`src/rtl/kfpga_config_loader.sv`:
```
// Serial configuration loader for the kFPGA core chain: clears the chain, then shifts host words LSB first.
// Optional trailer CRC check is compiled in with `define KFPGA_CONFIG_CRC_EN.
module kfpga_config_loader #(
    parameter int WORD_WIDTH   = 32,
    parameter int CHAIN_LENGTH = 20000,
    parameter int CLEAR_CYCLES = 4
) (
    input  logic                  clock,
    input  logic                  nreset,
    input  logic                  start,
    input  logic [WORD_WIDTH-1:0] word_data,
    input  logic                  word_valid,
    output logic                  word_ready,
    output logic                  core_config_in,
    output logic                  core_config_enable,
    output logic                  core_config_nreset,
    output logic                  core_nreset,
    output logic                  busy,
    output logic                  done,
    output logic                  error
);
    localparam int RW = $clog2(CHAIN_LENGTH + 1);
    localparam int CW = $clog2(WORD_WIDTH + 1);
    localparam int KW = (CLEAR_CYCLES > 1) ? $clog2(CLEAR_CYCLES) : 1;

    typedef enum logic [2:0] {
        IDLE,
        CLEAR,
        LOAD,
        SHIFT,
`ifdef KFPGA_CONFIG_CRC_EN
        CHECK,
`endif
        DONE
    } state_t;

    state_t                state;
    logic [RW-1:0]         remaining;
    logic [CW-1:0]         word_cnt;
    logic [KW-1:0]         clear_cnt;
    logic [WORD_WIDTH-1:0] shreg;

`ifdef KFPGA_CONFIG_CRC_EN
    logic [15:0] crc;
    logic        error_reg;
    logic        crc_fb;

    // Feedback uses the bit currently presented to the core, so the CRC covers exactly the chain contents.
    assign crc_fb = crc[15] ^ core_config_in;
    assign error  = error_reg;
`else
    assign error  = 1'b0;
`endif

    always_ff @(posedge clock) begin
        if (!nreset) begin
            state              <= IDLE;
            word_ready         <= 1'b0;
            core_config_in     <= 1'b0;
            core_config_enable <= 1'b0;
            core_config_nreset <= 1'b1;
            core_nreset        <= 1'b0;
            busy               <= 1'b0;
            done               <= 1'b0;
            remaining          <= '0;
            word_cnt           <= '0;
            clear_cnt          <= '0;
            shreg              <= '0;
`ifdef KFPGA_CONFIG_CRC_EN
            crc                <= 16'hFFFF;
            error_reg          <= 1'b0;
`endif
        end else begin
            case (state)
                IDLE, DONE: begin
                    if (start) begin
                        state              <= CLEAR;
                        clear_cnt          <= KW'(CLEAR_CYCLES - 1);
                        core_config_nreset <= 1'b0;
                        core_nreset        <= 1'b0;
                        busy               <= 1'b1;
                        done               <= 1'b0;
`ifdef KFPGA_CONFIG_CRC_EN
                        crc                <= 16'hFFFF;
                        error_reg          <= 1'b0;
`endif
                    end
                end
                CLEAR: begin
                    if (clear_cnt == '0) begin
                        state              <= LOAD;
                        core_config_nreset <= 1'b1;
                        word_ready         <= 1'b1;
                        remaining          <= RW'(CHAIN_LENGTH);
                    end else begin
                        clear_cnt <= clear_cnt - 1'b1;
                    end
                end
                LOAD: begin
                    if (word_valid && word_ready) begin
                        state              <= SHIFT;
                        word_ready         <= 1'b0;
                        core_config_enable <= 1'b1;
                        core_config_in     <= word_data[0];
                        shreg              <= word_data >> 1;
                        // The final partial word only carries the bits the chain still needs.
                        if (32'(remaining) >= WORD_WIDTH) begin
                            word_cnt <= CW'(WORD_WIDTH);
                        end else begin
                            word_cnt <= CW'(remaining);
                        end
                    end
                end
                SHIFT: begin
                    remaining <= remaining - 1'b1;
                    word_cnt  <= word_cnt - 1'b1;
`ifdef KFPGA_CONFIG_CRC_EN
                    crc       <= {crc[14:0], 1'b0} ^ (crc_fb ? 16'h1021 : 16'h0000);
`endif
                    if (word_cnt == CW'(1)) begin
                        core_config_enable <= 1'b0;
                        core_config_in     <= 1'b0;
                        if (remaining == RW'(1)) begin
`ifdef KFPGA_CONFIG_CRC_EN
                            state      <= CHECK;
                            word_ready <= 1'b1;
`else
                            state       <= DONE;
                            done        <= 1'b1;
                            busy        <= 1'b0;
                            core_nreset <= 1'b1;
`endif
                        end else begin
                            state      <= LOAD;
                            word_ready <= 1'b1;
                        end
                    end else begin
                        core_config_in <= shreg[0];
                        shreg          <= shreg >> 1;
                    end
                end
`ifdef KFPGA_CONFIG_CRC_EN
                CHECK: begin
                    if (word_valid && word_ready) begin
                        state      <= DONE;
                        word_ready <= 1'b0;
                        busy       <= 1'b0;
                        // A mismatch leaves the chain loaded but keeps user logic in reset.
                        if (word_data[15:0] == crc) begin
                            done        <= 1'b1;
                            core_nreset <= 1'b1;
                        end else begin
                            error_reg <= 1'b1;
                        end
                    end
                end
`endif
                default: state <= IDLE;
            endcase
        end
    end
endmodule

```
`config.mk`:
```
export PLATFORM = sky130hd
export DESIGN_NAME = kfpga_config_loader
export DESIGN_NICKNAME = d
export VERILOG_FILES = /design/src/rtl/kfpga_config_loader.sv
export SDC_FILE = /design/constraint.sdc
export NUM_CORES = 1
export LEC_CHECK = 0
export ABC_CLOCK_PERIOD_IN_PS = 2000
export CORE_UTILIZATION = 54
export DETAILED_ROUTE_END_ITERATION = 6
export MAX_ROUTING_LAYER = met4
export PLACE_DENSITY = 0.76
export SLEW_MARGIN = 20
export SYNTH_ARGS = -nofsm -noshare
export SYNTH_HDL_FRONTEND = slang
export SYNTH_SLANG_ARGS = --single-unit
```
`constraint.sdc`:
```
create_clock -name clock -period 2 [get_ports clock]
set_input_delay 0.4 -clock clock [delete_from_list [all_inputs] [get_ports clock]]
set_output_delay 0.4 -clock clock [all_outputs]
set_load 0.03 [all_outputs]
```
Word level (Yosys, flattened, before mapping):

Index checks and enable logic that the tools add are counted.

* add/sub/neg operators: 3
* $mul: 0
* div/mod/pow operators: 0
* order comparisons: 1
* equality and inequality tests: 14
* shifts and indexed selects: 0
* muxes and demuxes: 37
* bitwise gates (word level): 0
* reductions and logical operators: 18

Operators with widths (number)
* 32-bit 2-to-1 mux: 2
* 32-bit one-hot mux with 2 select lines: 1
* 15-bit one-hot mux with 2 select lines: 1
* 2-bit inequality test, second input constant: 8
* 15-bit by 1-bit == test with 1-bit output, second input constant: 1
* 15-bit by 6-bit greater-or-equal comparator with 1-bit output, second input constant: 1
* 15-bit 2-to-1 mux: 1
* 3-bit 2-to-1 mux: 5
* 15-bit by 1-bit subtractor with 15-bit output, second input constant: 1
* 1-bit 2-to-1 mux: 14
* 6-bit 2-to-1 mux: 2
* 3-bit one-hot mux with 4 select lines: 1
* 6-bit one-hot mux with 2 select lines: 1
* 3-bit AND reduction: 4
* 1-bit one-hot mux with 2 select lines: 5
* 4-bit AND reduction: 2
* 2-bit nonzero test: 4
* 3-bit by 2-bit == test with 1-bit output, second input constant: 2
* 6-bit by 1-bit == test with 1-bit output, second input constant: 1
* 6-bit by 1-bit subtractor with 6-bit output, second input constant: 1
* 5-bit AND reduction: 1
* 2-bit 2-to-1 mux: 2
* 2-bit one-hot mux with 2 select lines: 1
* 2-bit AND reduction: 2
* other kinds (9): 9

* bits in registers: 64
* bits in latches: 0
* memory bits (writable): 0
* memory bits (read-only): 0
* input port bits: 36
* output and inout bits: 8
* logic and storage cells: 84
* memories kept: 0

Depth between registers and ports, before layout:

Gate-level depths: netlist of run 1.

* depth after elaboration: 4
* gate-level depth with buffers: 7
* gate-level depth less buffers: 6

Worst setup path before layout of run 1:

No wires, ideal clock.

* path kind: register -> register
* start: register remaining[10]
* end: register state[1]
* setup time: 0.131 ns
* arrival time: 1.615 ns
* data required time: 1.869 ns
* setup slack: 0.254 ns
* cell stages (with the launch flop): 5
* path buffers: 0
* period minus slack after synthesis: 1.746 ns
* cells stage by stage: dfxtp_1 -> or4_4 -> nor4b_4 -> a41o_2 -> o41ai_1

* word-level cells in the longest chain between the ends: 4

RTL lines
* start: declaration: line 38 `logic [RW-1:0] remaining;`
* start signal: assignment: line 94 `remaining <= RW'(CHAIN_LENGTH);`
* start signal: assignment: line 115 `remaining <= remaining - 1'b1;`
* 15-bit by 1-bit == test with 1-bit output: line 123 `if (remaining == RW'(1)) begin`
* 3-bit 2-to-1 mux: line 123
* 3-bit 2-to-1 mux: line 120 `if (word_cnt == CW'(1)) begin`
* 3-bit one-hot mux with 4 select lines: line 74 `case (state)`
* end signal: assignment: line 77 `state <= CLEAR;`
* end signal: assignment: line 128 `state <= DONE;`
* end signal: assignment: line 134 `state <= LOAD;`
* end: declaration: line 37 `state_t state;`

No other way between the ends. The select of a mux whose other input is x is not followed.
A chain may end at the register's enable or synchronous reset.

Worst setup path in the final report of run 1:

* start: register word_ready
* end: output port word_ready

RTL lines
* start: declaration: line 13 `output logic word_ready,`
* start signal: assignment: line 58 `word_ready <= 1'b0;`
* start signal: assignment: line 93 `word_ready <= 1'b1;`
* start signal: assignment: line 102 `word_ready <= 1'b0;`

No word-level cell between the ends.

==> results of run 1 <==
-- path summary, 6_finish.rpt --
| kind | start | to | slack (ns) | depth (start not counted) |
|---|---|---|---|---|
| setup / recovery | word_ready | word_ready | 0.12 | 1 |
| hold / removal | clear_cnt[1] | clear_cnt[1] | 0.47 | 1 |
| setup reg to reg | remaining[10] | busy | 0.16 | 5 |
| hold reg to reg | clear_cnt[1] | clear_cnt[1] | 0.47 | 1 |
-- state kept, by name, summed over array words and instances, names as in the netlist --
name / cells
core_config_in: 1
remaining: 15
word_ready: 1
clear_cnt: 2
word_cnt: 6
done: 1
shreg: 31
core_config_enable: 1
state: 3
core_config_nreset: 1
busy: 1
-- timing repair --
item                                   CTS  global route
setup buffers                            0             1
setup endpoints to repair                0             6
endpoints found under the hold margin    0             0
resized for setup                        0             1
-- placed cells by master, fill, tap and decap left out, drive strengths merged, types with 10 or more instances in the layout --
master	count
nor2	14
o21ai	10
buf	22
clkbuf	13
a21oi	13
dfxtp	63
nand3	10
a311oi	32
nor3	37
nand2	72
clkdlybuf4s50	42
-- power breakdown --
part	leakage, nW	internal [mW]	switching, mW
logic	0.825	0.734	0.839
registers	0.512	1.48	0.200
clock network	0.0894	0.514	0.495
-- per-stage QoR --
stage          utilization, %  hold slack [ns]  setup WS (ns)
2_1_floorplan               -            0.436          0.254
3_3_place_gp             67.5            0.449         0.0809
3_5_place_dp             67.5            0.456         0.0412
4_1_cts                  70.7            0.472         0.0899
5_1_grt                  70.9            0.489         0.0613
6_report                 70.9            0.467          0.125
-- layer usage --
metal | wire length [um] | share of wire [%] | vias to the layer above
met1 | 3630 | 47 | 1460
met5 | 0 | 0 | -
met3 | 279 | 3.6 | 11
met2 | 3690 | 48 | 70
met4 | 115 | 1.5 | 0
li1 | - | - | 1503
-- final cells by class --
cell class,count,area share [%]
well taps,72,2.29
clock buffers,13,4.05
clock inverters,3,0.446
flip-flops and latches,63,32.1
inverters,10,0.956
multi-input cells,276,43.6
repair buffers,64,16.5
-- cells by family after synthesis --
group                      Yosys count
other                                1
xor gates and xnor gates             2
muxes                                5
AOI/OAI and AO/OA                   90
and+or+nand+nor                    172
adders and majority gates            6
buffers and inverters               43
DFF                                 63
==> flow_summary.json, run 1 <==
{
  "outcome": "finished clean",
  "cp_top_family": "buffers and inverters",
  "fin_skew_ns": 0.0108,
  "rows": 27,
  "synth-main-ff-cell": "dfxtp_1",
  "clk-insertion-delay-late_ns": 0.34,
  "timing.final.crit_share_pct": 93.8,
  "place_inst": 484,
  "use_met3_pct": 4.77,
  "numCtsBuffers": 9,
  "crit_path_cell_trace": "clkdlybuf4s50_1",
  "multi_input_area_um2": 1710,
  "synth_nets": 424,
  "busiest_layer": "met2",
  "irDropWorstVdd_mv": 0.648,
  "period_needed_ns": 1.88,
  "wl_mm": 7.71,
  "drc": 0,
  "finalInstanceArea_um2": 3930,
  "hold_class": "flip-flop to flip-flop",
  "synthSimpleGateAreaFrac_pct": 27.9,
  "synth_cell_types": 56,
  "synth_area_um2": 3130,
  "synth-edff-count": 0,
  "drive_gt1_share_pct": 11.7,
  "critical_path_required_ns": 1.60,
  "fin_setup_tns_ns": 0,
  "grt_pass1_vias": 2855,
  "syn2layout_area_growth_pct": 25.4,
  "p_leak_nw": 1.43,
  "grt_pass1_wl_mm": 13.1,
  "postCtsHoldBufs": 0,
  "grt_max_degree": 53,
  "crit_slowest_cell": "clkdlybuf4s50_1",
  "vias": 3044,
  "diodes": 0,
  "grtUsageMet1_pct": 35.4,
  "cts.sinks": 63,
  "synth_area_leaders": "dfxtp_1 40%, a311oi_1 8.9%, nand2_1 8.6%, nor3_1 5.8%, clkbuf_1 3.1%",
  "cts_tree": "yes",
  "max_freq_mhz": 533,
  "finalMaxSlewViolations": 0,
  "power_density_nw_per_um2": 1090,
  "cp.arrival_ns": 1.48,
  "critPathKind": "flip-flop to output pin",
  "synthCells": 382,
  "fin_nets": 466,
  "die_w_um": 78.2,
  "synth_compound_area_share_pct": 21.6,
  "rsz0062_at_grt": "no",
  "postRouteAntennaNets": 0,
  "routed_via_density": 6.08,
  "yosys-top-cells-count": "72 x nand2_1, 63 x dfxtp_1, 36 x nor3_1, 32 x a311oi_1, 26 x clkbuf_1",
  "ys_async_sr_fraction_pct": 0,
  "synth_mux_area_share_pct": 1.64,
  "fill_cells": 471,
  "wl_per_cell_um": 15.4,
  "synth_top_family_by_area": "simple AND/OR/NAND/NOR gates",
  "critPathMaxStageDelay_ns": 0.72,
  "cp-end-kind": "output pin",
  "synth_fa_ha_area_share_pct": 2.40,
  "cp-start-kind": "flip-flop",
  "fp.coreArea_um2": 5540,
  "grt_use_total_pct": 27.8,
  "power_mw": 4.27,
  "numPortBuffers": 42,
  "synth.top_cell.area_share_pct": 40.3,
  "synth_area_leader_cell": "dfxtp_1",
  "regArea_um2": 1260,
  "overflow": 0,
  "yosysMostFrequentCell": "nand2_1",
  "cts_max_path_buffers": 2,
  "drt_iter0_markers": 244,
  "crit_buf_inv": 1,
  "synth_area_per_cell_um2": 8.20,
  "first_pass_iters": 6,
  "fin_cells": 501,
  "hpwl_mm": 5.02,
  "use_met2_pct": 43.9,
  "gp_congestion": 0.805,
  "h-tree-depth": 3,
  "ys_seq_area_share_pct": 40.3,
  "setup_viol": 0,
  "critPathMaxFanout": 5,
  "antenna_found_initial": 0,
  "die_area_um2": 6110,
  "die_y_um": 78.2,
  "path_clk_slew_ns": 0.07,
  "start_util_pct": 56.5,
  "dpl_cell_area_um2": 3740,
  "ys_warn_count": 0,
  "drv_cap": 0,
  "cts_root_buf": "clkbuf_8",
  "io_pins": 44,
  "synth_xor_area_share_pct": 0.559,
  "hold_viol": 0,
  "ys_ff_latch": 63
}
Note: power is estimated with default switching activity, not from simulation.
==> inputs of run 2 (changes only) <==
--- a/config.mk
+++ b/config.mk
@@ -7,6 +7,7 @@
 export LEC_CHECK = 0
 export ABC_CLOCK_PERIOD_IN_PS = 2000
 export CORE_UTILIZATION = 54
+export CTS_CLUSTER_DIAMETER = 30
 export DETAILED_ROUTE_END_ITERATION = 6
 export MAX_ROUTING_LAYER = met4
 export PLACE_DENSITY = 0.76
==> results of run 2 <==
The final DEF is identical to that of run 1; final timing and power are the same.
